$ cat src/rtl/signed_add_rr_arbiter_pkg.sv
// Shared constants, operand type and the signed add-with-overflow helper
// for the round-robin shared adder block.
package signed_add_arb_pkg;

    localparam int DEF_N     = 4;
    localparam int DEF_W     = 4;
    localparam int DEF_CNT_W = 8;

    typedef logic signed [DEF_W-1:0] operand_t;

    // Returns {ovf, sum}. Overflow means both operands share a sign and
    // the truncated sum has the opposite sign.
    function automatic logic [DEF_W:0] add_ovf(input operand_t a, input operand_t b);
        operand_t sum;
        logic     ovf;
        sum = a + b;
        ovf = (a[DEF_W-1] == b[DEF_W-1]) && (sum[DEF_W-1] != a[DEF_W-1]);
        return {ovf, sum};
    endfunction

endpackage

$ cat src/rtl/signed_add_rr_arbiter_if.sv
// Requester and result bus of the shared signed adder. Clients drive the
// master side and the arbiter sits on the slave side.
interface signed_add_rr_arbiter_if
    import signed_add_arb_pkg::*;
#(
    parameter int N     = DEF_N,
    parameter int W     = DEF_W,
    parameter int CNT_W = DEF_CNT_W,
    parameter int ID_W  = $clog2(N)
);

    logic [N-1:0]     req;
    logic [N*W-1:0]   a;
    logic [N*W-1:0]   b;
    logic [N-1:0]     gnt;
    logic             res_vld;
    logic             res_rdy;
    logic [ID_W-1:0]  res_id;
    logic [W-1:0]     res_sum;
    logic             res_ovf;
    logic [CNT_W-1:0] ovf_cnt;

    modport master (
        output req, a, b, res_rdy,
        input  gnt, res_vld, res_id, res_sum, res_ovf, ovf_cnt
    );

    modport slave (
        input  req, a, b, res_rdy,
        output gnt, res_vld, res_id, res_sum, res_ovf, ovf_cnt
    );

endinterface

$ cat src/rtl/signed_add_rr_arbiter_arb.sv
// Combinational round-robin picker: first active request at or above ptr,
// wrapping from N-1 back to 0. Produces nothing while en is low.
module rr_arbiter #(
    parameter int N    = 4,
    parameter int ID_W = $clog2(N)
) (
    input  logic [N-1:0]    req,
    input  logic [ID_W-1:0] ptr,
    input  logic            en,
    output logic [N-1:0]    gnt,
    output logic [ID_W-1:0] gnt_idx,
    output logic            any_gnt
);

    // Walk the requesters starting at ptr and grant the first one found.
    always_comb begin
        logic [ID_W-1:0] idx;
        gnt     = '0;
        gnt_idx = '0;
        any_gnt = 1'b0;
        idx     = '0;
        for (int off = 0; off < N; off++) begin
            idx = ID_W'((int'(ptr) + off) % N);
            if (en && !any_gnt && req[idx]) begin
                any_gnt  = 1'b1;
                gnt[idx] = 1'b1;
                gnt_idx  = idx;
            end
        end
    end

endmodule

$ cat src/rtl/signed_add_rr_arbiter.sv
// Shares one signed adder among N requesters with round-robin arbitration,
// a registered result stage with backpressure and a saturating count of
// accepted overflow results.
module signed_add_rr_arbiter
    import signed_add_arb_pkg::*;
#(
    parameter int N     = DEF_N,
    parameter int W     = DEF_W,
    parameter int CNT_W = DEF_CNT_W,
    parameter int ID_W  = $clog2(N)
) (
    input logic                    clk,
    input logic                    rst,
    signed_add_rr_arbiter_if.slave bus
);

    logic [ID_W-1:0]  ptr;
    logic [ID_W-1:0]  gnt_idx;
    logic [ID_W-1:0]  next_ptr;
    logic [N-1:0]     gnt;
    logic             any_gnt;
    logic             en;
    logic             arb_en;
    operand_t         op_a;
    operand_t         op_b;
    logic [W:0]       add_res;
    logic             accept;

    logic             res_vld_q;
    logic [ID_W-1:0]  res_id_q;
    logic [W-1:0]     res_sum_q;
    logic             res_ovf_q;
    logic [CNT_W-1:0] ovf_cnt_q;

    // The output stage can take a new result when it is empty or draining.
    // Grants are suppressed during reset so nobody sees a phantom handshake.
    assign en     = !res_vld_q || bus.res_rdy;
    assign arb_en = en && !rst;
    assign accept = res_vld_q && bus.res_rdy;

    rr_arbiter #(
        .N    (N),
        .ID_W (ID_W)
    ) u_arb (
        .req     (bus.req),
        .ptr     (ptr),
        .en      (arb_en),
        .gnt     (gnt),
        .gnt_idx (gnt_idx),
        .any_gnt (any_gnt)
    );

    assign op_a     = bus.a[gnt_idx*W +: W];
    assign op_b     = bus.b[gnt_idx*W +: W];
    assign add_res  = add_ovf(op_a, op_b);
    assign next_ptr = (gnt_idx == ID_W'(N-1)) ? '0 : gnt_idx + 1'b1;

    assign bus.gnt     = gnt;
    assign bus.res_vld = res_vld_q;
    assign bus.res_id  = res_id_q;
    assign bus.res_sum = res_sum_q;
    assign bus.res_ovf = res_ovf_q;
    assign bus.ovf_cnt = ovf_cnt_q;

    // Result register: load the winner, go empty when enabled with no
    // winner, hold everything while stalled.
    always_ff @(posedge clk or posedge rst) begin
        if (rst) begin
            res_vld_q <= 1'b0;
            res_id_q  <= '0;
            res_sum_q <= '0;
            res_ovf_q <= 1'b0;
        end else if (en) begin
            if (any_gnt) begin
                res_vld_q <= 1'b1;
                res_id_q  <= gnt_idx;
                res_sum_q <= add_res[W-1:0];
                res_ovf_q <= add_res[W];
            end else begin
                res_vld_q <= 1'b0;
            end
        end
    end

    // Round-robin pointer moves just past each granted requester.
    always_ff @(posedge clk or posedge rst) begin
        if (rst) begin
            ptr <= '0;
        end else if (any_gnt) begin
            ptr <= next_ptr;
        end
    end

    // Count overflow results as they leave, sticking at all-ones.
    always_ff @(posedge clk or posedge rst) begin
        if (rst) begin
            ovf_cnt_q <= '0;
        end else if (accept && res_ovf_q && (ovf_cnt_q != '1)) begin
            ovf_cnt_q <= ovf_cnt_q + 1'b1;
        end
    end

endmodule

$ cat src/flat_wrapper.sv
// flat-port wrapper written by rule: the top's interface ports become plain ports
module signed_add_rr_arbiter_flat import signed_add_arb_pkg::*;
#(
    parameter int N     = DEF_N,
    parameter int W     = DEF_W,
    parameter int CNT_W = DEF_CNT_W,
    parameter int ID_W  = $clog2(N)
)
  (clk, rst, bus_req, bus_a, bus_b, bus_res_rdy, bus_gnt, bus_res_vld, bus_res_id, bus_res_sum, bus_res_ovf, bus_ovf_cnt);
  signed_add_rr_arbiter_if #(.N(N), .W(W), .CNT_W(CNT_W), .ID_W(ID_W)) bus_i ();
  input logic clk;
  input logic rst;
  input wire logic [$bits(bus_i.req)-1:0] bus_req;
  input wire logic [$bits(bus_i.a)-1:0] bus_a;
  input wire logic [$bits(bus_i.b)-1:0] bus_b;
  input wire logic [$bits(bus_i.res_rdy)-1:0] bus_res_rdy;
  output wire logic [$bits(bus_i.gnt)-1:0] bus_gnt;
  output wire logic [$bits(bus_i.res_vld)-1:0] bus_res_vld;
  output wire logic [$bits(bus_i.res_id)-1:0] bus_res_id;
  output wire logic [$bits(bus_i.res_sum)-1:0] bus_res_sum;
  output wire logic [$bits(bus_i.res_ovf)-1:0] bus_res_ovf;
  output wire logic [$bits(bus_i.ovf_cnt)-1:0] bus_ovf_cnt;
  assign bus_i.req = bus_req;
  assign bus_i.a = bus_a;
  assign bus_i.b = bus_b;
  assign bus_i.res_rdy = bus_res_rdy;
  assign bus_gnt = bus_i.gnt;
  assign bus_res_vld = bus_i.res_vld;
  assign bus_res_id = bus_i.res_id;
  assign bus_res_sum = bus_i.res_sum;
  assign bus_res_ovf = bus_i.res_ovf;
  assign bus_ovf_cnt = bus_i.ovf_cnt;
  signed_add_rr_arbiter #(.N(N), .W(W), .CNT_W(CNT_W), .ID_W(ID_W)) u_core (.clk(clk), .rst(rst), .bus(bus_i));
endmodule
$ cat config.mk
export PLATFORM = sky130hd
export DESIGN_NAME = signed_add_rr_arbiter_flat
export DESIGN_NICKNAME = d
export VERILOG_FILES = /design/src/rtl/signed_add_rr_arbiter_pkg.sv /design/src/rtl/signed_add_rr_arbiter_if.sv /design/src/rtl/signed_add_rr_arbiter_arb.sv /design/src/rtl/signed_add_rr_arbiter.sv /design/src/flat_wrapper.sv
export SDC_FILE = /design/constraint.sdc
export NUM_CORES = 1
export LEC_CHECK = 0
export BUFFER_PORTS_ARGS = -buffer_cell sky130_fd_sc_hd__buf_2
export CAP_MARGIN = 20
export CORE_ASPECT_RATIO = 1.2
export CORE_UTILIZATION = 45
export CTS_CLUSTER_DIAMETER = 80
export DETAILED_ROUTE_END_ITERATION = 10
export PLACE_DENSITY_LB_ADDON = 0.3
export SYNTH_ARGS = -nofsm -noshare
export SYNTH_HDL_FRONTEND = slang
export SYNTH_HIERARCHICAL = 1
export SYNTH_SLANG_ARGS = --single-unit
$ cat constraint.sdc
create_clock -name clk -period 7.9 [get_ports clk]
set_clock_uncertainty 0.15 [all_clocks]
set_input_delay 1.58 -clock clk [delete_from_list [all_inputs] [get_ports clk]]
set_output_delay 1.58 -clock clk [all_outputs]
set_load 0.02 [all_outputs]
==> flow_metrics.env, run 1 <==
export IMPL_cts_sinks=18
export IMPL_syn_inst=157
export IMPL_dieArea_sq_um=3969
export IMPL_path_class="primary input to flop"
export IMPL_drtPass1Iterations=9
export IMPL_grt_pass1_vias=1254
export IMPL_rsz0062_at_grt="no"
export IMPL_path_clk_slew_ns=0.06
export IMPL_yosys_most_used_dff="dfrtp_1"
export IMPL_cts_max_path_buffers=2
export IMPL_drtIter0Drc=83
export IMPL_worst_hold_path_type="flop to flop"
export IMPL_cellLeakagePower_nw=1.037
export IMPL_drc=1
export IMPL_slew_headroom_pct=47.74
export IMPL_h_tree_depth=1
export IMPL_design_core_area_sq_um=3453
export IMPL_gp_congestion=0.8579
export IMPL_dpl_hpwl_um=2643
export IMPL_synth_area_per_cell_sq_um=10.66
export IMPL_synth_distinct_cells=40
export IMPL_ios=59
export IMPL_ys_seq_area_share_pct=26.91
export IMPL_total_power_uw=690.1
export IMPL_final_setup_tns_ns=0
export IMPL_cap_violations=0
export IMPL_grt_first_pass_wirelength_um=5382
export IMPL_ys_seq_elements=18
export IMPL_synthArstFlopShare_pct=100.0
export IMPL_ant_nets=0
export IMPL_register_area_sq_um=450.4
export IMPL_post_route_period_util_pct=68.49
export IMPL_final_cells=250
export IMPL_multi_input_comb_area_sq_um=1136
export IMPL_routed_wl_um=3352
export IMPL_initial_core_util_pct=48.48
export IMPL_start_kind="primary input"
export IMPL_peakVddDrop_mv=0.1549
export IMPL_syn_num_nets=210
export IMPL_cts_tree="built"
export IMPL_cts_made_buffers=3
export IMPL_dp_cells=247
export IMPL_yosysWarnings=6
export IMPL_cp_end_kind="flop"
export IMPL_antenna_found_initial=0
export IMPL_synth_edf_count=0
export IMPL_tightest_slew_ns=0.7838
export IMPL_layout_nets=268
export IMPL_fp_dieW_um=57.68
export IMPL_place_area_sq_um=1976
export IMPL_wl_per_cell_um=13.41
export IMPL_slew_viol_final=0
export IMPL_area_growth_syn_to_layout_pct=20.48
export IMPL_post_cts_buffers=0
export IMPL_critPathRequiredTime_ns=7.92
export IMPL_layout_drive_gt1_share_pct=36.15
export IMPL_gr_total_overflow=0
export IMPL_cts_hold_buf=0
export IMPL_postLayoutCellArea_sq_um=2017
export IMPL_vias=1404
export IMPL_cts_root_buf="clkbuf_8"
export IMPL_grt_max_degree=20
export IMPL_critPathMaxFanout=19
export IMPL_violations="DRC"
export IMPL_power_density_nw_per_um2=342.2
export IMPL_cts_resized=0
export IMPL_status="finished, violations left"
export IMPL_vias_per_cell=5.616
export IMPL_max_freq_mhz=184.8
export IMPL_rows=23
export IMPL_worst_hold_slack_ns=0.3407
export IMPL_min_period_ns=5.410
export IMPL_cp_data_arrival_time_ns=5.43
export IMPL_clock_latency_ns=0.24
export IMPL_grt_usage_pct=17.25
export IMPL_antenna_cells=0
export IMPL_die_h_um=68.82
export IMPL_setup_viol=0
export IMPL_hold_violations=0
export IMPL_place_port_buffers=58
export IMPL_n_fill_cell=312
export IMPL_syn_area_sq_um=1674
-- Yosys cell counts (all sizes together) (2+ instances only) --
master | n | area (sq um)
dfrtp | 18 | 450.4
ha | 13 | 162.7
mux2i | 8 | 80.08
o22ai | 2 | 12.51
buf | 5 | 42.53
xnor2 | 2 | 17.52
nand2 | 17 | 63.81
nand2b | 2 | 12.51
mux4 | 12 | 304.0
and2 | 2 | 13.77
a21oi | 6 | 30.03
xor2 | 3 | 26.28
a21o | 2 | 15.01
nor2 | 7 | 26.28
o2bb2ai | 5 | 43.79
nand4 | 2 | 12.51
o21ai | 11 | 58.80
mux2 | 8 | 90.09
clkbuf | 2 | 7.510
inv | 10 | 37.54
nand3 | 5 | 25.02
and3 | 3 | 18.77
-- sequential cells by signal (all words and copies together) (netlist names) --
name / count
u_core/ptr: 2
u_core/bus.res_ovf: 1
u_core/bus.res_vld: 1
u_core/bus.ovf_cnt: 8
u_core/bus.res_sum: 4
u_core/bus.res_id: 2
-- report_power, final --
group | switching [mW] | total, mW | internal (mW) | leakage (nW)
logic | 0.241 | 0.462 | 0.222 | 0.792
registers | 0.0412 | 0.167 | 0.126 | 0.224
clock network | 0.0268 | 0.0606 | 0.0337 | 0.0216
total | 0.309 | 0.690 | 0.381 | 1.04
-- path summary, 6_finish.rpt --
path / slack [ns] / to / depth (start not counted) / startpoint
worst min-delay path: 0.34 / u_core/bus.res_sum[2]$_DFFE_PP0P_ / 2 / u_core/bus.res_sum[2]$_DFFE_PP0P_
max in group asynchronous: 6.22 / u_core/bus.ovf_cnt[0]$_DFFE_PP0P_ / 3 / rst
worst max register to register: 2.89 / u_core/bus.res_sum[3]$_DFFE_PP0P_ / 12 / u_core/ptr[0]$_DFFE_PP0P_
worst min register to register: 0.34 / u_core/bus.res_sum[2]$_DFFE_PP0P_ / 2 / u_core/bus.res_sum[2]$_DFFE_PP0P_
min in group asynchronous: 1.19 / u_core/bus.res_sum[1]$_DFFE_PP0P_ / 3 / rst
worst max-delay path: 2.49 / u_core/bus.res_sum[3]$_DFFE_PP0P_ / 14 / rst
-- routing by layer --
layer	wire (um)	vias to the layer above	track usage (%)
met5	0	-	0
met4	0	0	5.357
met3	141	0	2.612
met2	1752	40	29.80
met1	1458	668	22.53
li1	-	696	-
-- layout make-up --
class	instances	area share (%)
clock buffers	3	2.047
inverters	10	1.861
multi-input cells	122	56.33
flip-flops and latches	18	22.33
well taps	37	2.295
repair buffers	60	15.14
-- kinds of logic (layout without fill, tap and decap cells) --
logic type / after synthesis / after routing / synth area share, %
AND/OR/NAND/NOR: 45 / 45 / 13.60
multiplexers: 28 / 28 / 28.33
buffers and inverters: 17 / 73 / 5.231
adder cells (fa/ha/maj): 14 / 14 / 10.91
AO/OA/AOI/OAI: 29 / 29 / 10.99
flip-flops: 18 / 18 / 26.91
XOR/XNOR: 6 / 6 / 4.036
-- cell usage in the layout, fill, tap and decap left out, types with 2 or more instances in the layout --
master      n
ha_1       13
mux2_2      8
a21oi_1     6
nand3_1     5
dfrtp_1    18
nand2_1    17
inv_1      10
xor2_1      3
buf_2      58
nand2b_1    2
xnor2_1     2
buf_4       2
a21o_1      2
o2bb2ai_1   5
clkbuf_8    3
o22ai_1     2
and3_1      3
mux2i_1     8
mux4_2      3
mux4_1      9
nor2_1      7
nand4_1     2
o21ai_0     9
-- critical path, stage by stage --
cell and delay, ns:
buf_2 0.09, inv_1 0.04, buf_4 0.24, and2_1 0.35
nand2_1 0.12, nor4b_1 0.51, o22ai_1 0.13, o2bb2ai_1 0.66
mux4_1 0.42, ha_1 0.31, a21o_1 0.18, a21oi_1 0.30
xor3_1 0.38, o21ai_1 0.12
-- metrics by stage --
stage                     util, %  setup WS [ns]
final                       58.41          2.490
after global routing        58.41          2.255
after CTS                   58.41          2.430
after detailed placement    57.21          2.200
after global placement      57.21          2.312
after floorplan                 -          2.658
Note: power is estimated with default switching activity, not from simulation.
==> inputs of run 2 (changes only) <==
==> constraint.sdc (replaced) <==
create_clock -name clk -period 4.55 [get_ports clk]
set_clock_uncertainty 0.15 [all_clocks]
set_input_delay 0.91 -clock clk [delete_from_list [all_inputs] [get_ports clk]]
set_output_delay 0.91 -clock clk [all_outputs]
set_load 0.02 [all_outputs]
==> run 2 against run 1 <==
The flow still finishes with violations (DRC). Combinational power is 86% higher. Utilization is 1.4 points higher. Cell area is 2.4% higher. Total power is 81% higher. Largest cell class unchanged.
==> flow_metrics.env, run 2 (synthesis gave the netlist of run 1 again) <==
export IMPL_layout_common_cells="58 x buf_2, 18 x dfrtp_1, 17 x nand2_1"
export IMPL_max_freq_mhz=242.3
export IMPL_clock_latency_ns=0.26
export IMPL_power_density_nw_per_um2=605.3
export IMPL_critPathRequiredTime_ns=4.59
export IMPL_rows=23
export IMPL_min_period_ns=4.126
export IMPL_ios=59
export IMPL_post_cts_buffers=0
export IMPL_cp_end_kind="flop"
export IMPL_drtIter0Drc=34
export IMPL_cts_tree="built"
export IMPL_final_setup_tns_ns=0
export IMPL_drtPass1Iterations=7
export IMPL_wl_per_cell_um=14.05
export IMPL_grt_max_degree=19
export IMPL_cts_hold_buf=0
export IMPL_cp_data_arrival_time_ns=4.16
export IMPL_cts_resized=0
export IMPL_antenna_cells=0
export IMPL_peakVddDrop_mv=0.3081
export IMPL_grt_pass1_vias=1284
export IMPL_multi_input_comb_area_sq_um=1136
export IMPL_layout_drive_gt1_share_pct=38.07
export IMPL_ant_nets=0
export IMPL_cts_sinks=18
export IMPL_routed_wl_um=3582
export IMPL_setup_viol=0
export IMPL_tightest_slew_ns=0.4948
export IMPL_vias=1431
export IMPL_dp_cells=251
export IMPL_setup_slack_ns=0.4235
export IMPL_final_common_cell="buf_2"
export IMPL_vias_per_cell=5.612
export IMPL_h_tree_depth=1
export IMPL_gp_congestion=0.8253
export IMPL_largest_reg_flops=8
export IMPL_design_core_area_sq_um=3453
export IMPL_cts_root_buf="clkbuf_8"
export IMPL_cellLeakagePower_nw=1.059
export IMPL_layout_nets=272
export IMPL_place_port_buffers=58
export IMPL_cap_violations=0
export IMPL_cts_made_buffers=3
export IMPL_register_area_sq_um=450.4
export IMPL_die_h_um=68.82
export IMPL_max_stage_delay_ns=0.48
export IMPL_cts_max_path_buffers=2
export IMPL_dieArea_sq_um=3969
export IMPL_initial_core_util_pct=48.48
export IMPL_dpl_hpwl_um=2823
export IMPL_grt_first_pass_wirelength_um=5478
export IMPL_final_cells=255
export IMPL_crit_top_cell="ha_1"
export IMPL_drc=3
export IMPL_cp_cell_sequence="inv_1 -> ha_1 -> mux2_2 -> nor4b_1 -> o22ai_1 -> o2bb2ai_1 -> buf_4 -> mux4_1 -> ha_1 -> a21o_1 -> a21oi_1 -> xor3_1 -> o21ai_1"
export IMPL_post_route_period_util_pct=90.69
export IMPL_slew_viol_final=0
export IMPL_gr_total_overflow=0
export IMPL_rsz0062_at_grt="no"
export IMPL_path_clk_slew_ns=0.07
export IMPL_place_area_sq_um=2009
export IMPL_status="finished, violations left"
export IMPL_postLayoutCellArea_sq_um=2064
export IMPL_fp_dieW_um=57.68
export IMPL_antenna_found_initial=0
export IMPL_worst_hold_path_type="flop to flop"
export IMPL_grt_usage_pct=17.98
export IMPL_critPathMaxFanout=10
export IMPL_hold_violations=0
export IMPL_path_class="flop to flop"
export IMPL_n_fill_cell=313
export IMPL_start_kind="flop"
export IMPL_area_growth_syn_to_layout_pct=23.32
export IMPL_critPathSlowestCell="ha_1"
export IMPL_pre_cts_ws_ns=0.2330
export IMPL_violations="DRC"
export IMPL_slew_headroom_pct=66.55
-- run 2: cell count changes in the layout (fill, tap and decap cells not counted), sizes merged --
cell	previous run	this run
buf	60	64
inv	10	9
clkbuf	3	4
clkinvlp	0	1
-- run 2: final cells by class --
cell class,count,share of cell area [%]
multi-input combinational,122,55.03
sequential,18,21.82
tap,37,2.242
inverter,10,2.000
timing repair buffer,64,16.24
clock buffer,4,2.667
-- run 2: routing by layer --
layer  wire length, um  share of wire, %  global-route usage (%)  vias up
met1              1614                45                   22.72      685
met4                45               1.3                   8.036        0
met3               106               3.0                   1.493        3
met5                 0                 0                       0        -
li1                  -                 -                       -      707
met2              1816                51                   31.69       36
-- run 2: worst paths after layout --
check	start	to	slack [ns]	depth (start not counted)
worst max-delay path	u_core/ptr[0]$_DFFE_PP0P_	u_core/bus.res_sum[3]$_DFFE_PP0P_	0.42	13
worst min-delay path	u_core/bus.res_sum[1]$_DFFE_PP0P_	u_core/bus.res_sum[1]$_DFFE_PP0P_	0.34	2
worst max register to register	u_core/ptr[0]$_DFFE_PP0P_	u_core/bus.res_sum[3]$_DFFE_PP0P_	0.42	13
worst min register to register	u_core/bus.res_sum[1]$_DFFE_PP0P_	u_core/bus.res_sum[1]$_DFFE_PP0P_	0.34	2
max in group asynchronous	rst	u_core/bus.ovf_cnt[0]$_DFFE_PP0P_	3.50	3
min in group asynchronous	rst	u_core/bus.res_sum[1]$_DFFE_PP0P_	0.56	3
-- run 2: where the power goes --
group          leakage (nW)  switching (mW)  internal, mW
Combinational         0.806           0.454         0.404
Sequential            0.224          0.0429         0.219
Clock                0.0288          0.0526        0.0769
-- run 2: through the flow --
stage	hold WS [ns]	util [%]	power (mW)
global route	0.3592	59.78	1.362
CTS	0.3463	59.78	1.260
detailed placement	0.3309	58.19	1.124
global placement	0.3210	58.19	1.107
floorplan	0.4400	-	0.9295
finish	0.3379	59.78	1.250
-- run 2: critical path, delay by kind of cell (launching register included) --
family | cells | cell delay [ns]
flip-flops | 1 | 0.36
AO/OA/AOI/OAI | 5 | 0.88
AND/OR/NAND/NOR | 1 | 0.47
XOR/XNOR | 1 | 0.37
multiplexers | 2 | 0.71
adder cells (fa/ha/maj) | 2 | 0.80
buffers and inverters | 2 | 0.32
==> inputs of run 3 (changes only) <==
--- a/config.mk
+++ b/config.mk
@@ -5,12 +5,12 @@
 export SDC_FILE = /design/constraint.sdc
 export NUM_CORES = 1
 export LEC_CHECK = 0
-export BUFFER_PORTS_ARGS = -buffer_cell sky130_fd_sc_hd__buf_2
 export CAP_MARGIN = 20
 export CORE_ASPECT_RATIO = 1.2
 export CORE_UTILIZATION = 45
 export CTS_CLUSTER_DIAMETER = 80
 export DETAILED_ROUTE_END_ITERATION = 10
+export DONT_BUFFER_PORTS = 1
 export PLACE_DENSITY_LB_ADDON = 0.3
 export SYNTH_ARGS = -nofsm -noshare
 export SYNTH_HDL_FRONTEND = slang
==> run 3 against run 2 <==
The run still ends with DRC left. Clock-buffer cell count unchanged. Combinational power decreased by 16%. Via count decreased by 13%. Final cell count decreased by 23%. Register-to-register slack got worse by 0.04 ns. Utilization decreased by 8.4 points. Fmax decreased by 0.94%. Global-route usage decreased by 0.78 points. Cell area decreased by 14%.
==> flow_metrics.env, run 3 (synthesis gave the netlist of run 1 again) <==
export IMPL_place_area_sq_um=1719
export IMPL_critPathSlowestCell="ha_1"
export IMPL_place_port_buffers=0
export IMPL_ios=59
export IMPL_path_class="flop to flop"
export IMPL_grt_pass1_vias=1206
export IMPL_layout_common_cells="18 x dfrtp_1, 17 x nand2_1, 13 x ha_1"
export IMPL_drtIter0Drc=50
export IMPL_startpoint="u_core/ptr[0]$_DFFE_PP0P_"
export IMPL_min_period_ns=4.166
export IMPL_start_kind="flop"
export IMPL_max_freq_mhz=240.1
export IMPL_status="finished, violations left"
export IMPL_ant_nets=0
export IMPL_largest_reg_flops=8
export IMPL_max_stage_delay_ns=0.51
export IMPL_cts_tree="built"
export IMPL_die_h_um=68.82
export IMPL_layout_drive_gt1_share_pct=15.63
export IMPL_vias=1245
export IMPL_path_clk_slew_ns=0.07
export IMPL_power_density_nw_per_um2=666.1
export IMPL_final_setup_tns_ns=0
export IMPL_hold_violations=0
export IMPL_rsz0062_at_grt="no"
export IMPL_vias_per_cell=6.320
export IMPL_cts_hold_buf=0
export IMPL_wl_per_cell_um=17.74
export IMPL_dieArea_sq_um=3969
export IMPL_antenna_found_initial=0
export IMPL_cp_end_kind="flop"
export IMPL_slew_viol_final=0
export IMPL_cp_cell_sequence="inv_1 -> ha_1 -> mux2_2 -> nor4b_1 -> o22ai_1 -> o2bb2ai_1 -> buf_4 -> mux4_1 -> ha_1 -> a21o_1 -> a21oi_1 -> xor3_1 -> o21ai_1"
export IMPL_antenna_cells=0
export IMPL_design_core_area_sq_um=3453
export IMPL_area_growth_syn_to_layout_pct=5.979
export IMPL_cp_data_arrival_time_ns=4.19
export IMPL_final_cells=197
export IMPL_cts_sinks=18
export IMPL_cts_made_buffers=3
export IMPL_r2r_start="u_core/ptr[0]$_DFFE_PP0P_"
export IMPL_layout_nets=214
export IMPL_grt_max_degree=19
export IMPL_dpl_hpwl_um=2737
export IMPL_drtPass1Iterations=9
export IMPL_worst_hold_path_type="primary input to async pin"
export IMPL_fp_dieW_um=57.68
export IMPL_peakVddDrop_mv=0.2696
export IMPL_tightest_slew_ns=0.4698
export IMPL_post_cts_buffers=0
export IMPL_gp_congestion=0.8709
export IMPL_cts_resized=0
export IMPL_h_tree_depth=1
export IMPL_post_route_period_util_pct=91.55
export IMPL_critPathRequiredTime_ns=4.57
export IMPL_cts_max_path_buffers=2
export IMPL_final_common_cell="dfrtp_1"
export IMPL_postLayoutCellArea_sq_um=1774
export IMPL_utilization_pct=51.38
export IMPL_dp_cells=193
export IMPL_cts_root_buf="clkbuf_8"
export IMPL_violations="DRC"
export IMPL_drc=3
export IMPL_routed_wl_um=3494
export IMPL_rows=23
export IMPL_grt_first_pass_wirelength_um=5354
export IMPL_setup_viol=0
export IMPL_slew_headroom_pct=68.24
export IMPL_grt_usage_pct=17.20
export IMPL_crit_top_cell="ha_1"
export IMPL_cap_violations=0
export IMPL_critPathMaxFanout=10
export IMPL_gr_total_overflow=0
export IMPL_clock_latency_ns=0.25
export IMPL_cellLeakagePower_nw=0.8148
export IMPL_initial_core_util_pct=48.48
-- run 3: cell count changes in the layout (fill, tap and decap cells not counted), sizes merged --
cell	previous run	this run
buf	64	6
-- run 3: worst paths after layout --
check	to	slack [ns]	cells past startpoint
max in group asynchronous	u_core/bus.ovf_cnt[1]$_DFFE_PP0P_	3.63	2
worst min register to register	u_core/bus.res_sum[3]$_DFFE_PP0P_	0.49	2
worst max register to register	u_core/bus.res_sum[3]$_DFFE_PP0P_	0.38	13
worst max-delay path	u_core/bus.res_sum[3]$_DFFE_PP0P_	0.38	13
worst min-delay path	u_core/bus.res_sum[3]$_DFFE_PP0P_	0.43	2
min in group clk	u_core/bus.res_sum[3]$_DFFE_PP0P_	0.49	2
-- run 3: per-stage QoR --
step           hold slack, ns  setup WS [ns]  power [mW]
2_1_floorplan          0.4400         0.1957      0.9295
3_3_place_gp           0.4754         0.4445       1.022
3_5_place_dp           0.4755         0.3410       1.057
4_1_cts                0.4364         0.4059       1.188
5_1_grt                0.4466         0.1109       1.283
6_report               0.4328         0.3844       1.182
-- run 3: report_power, final --
group	total [mW]	switching, mW	internal, mW
combinational	0.722	0.371	0.351
clock	0.127	0.0498	0.0767
sequential	0.333	0.115	0.218
total	1.18	0.535	0.646
-- run 3: metal layers --
layer | global-route usage (%) | part of all wire [%] | vias to the layer above
met5 | 0 | 0 | -
met4 | 5.060 | 0.72 | 0
met3 | 2.612 | 5.5 | 2
met2 | 30.09 | 52 | 46
met1 | 22.24 | 42 | 608
li1 | - | - | 589
-- run 3: layout make-up --
| cell class | instances | area [sq um] |
|---|---|---|
| well taps | 37 | 46.29 |
| multi-input cells | 122 | 1136 |
| repair buffers | 6 | 45.04 |
| fillers | 322 | 1679 |
| flip-flops and latches | 18 | 450.4 |
| clock buffers | 4 | 55.05 |
| inverters | 10 | 41.29 |
-- run 3: critical path: cells and delay by family, from the launching register on --
kind | cells | cell delay [ns]
xor+xnor | 1 | 0.38
simple gates | 1 | 0.46
fa+ha+maj | 2 | 0.82
compound gates | 5 | 0.93
buf+inv | 2 | 0.32
mux | 2 | 0.69
flops | 1 | 0.35
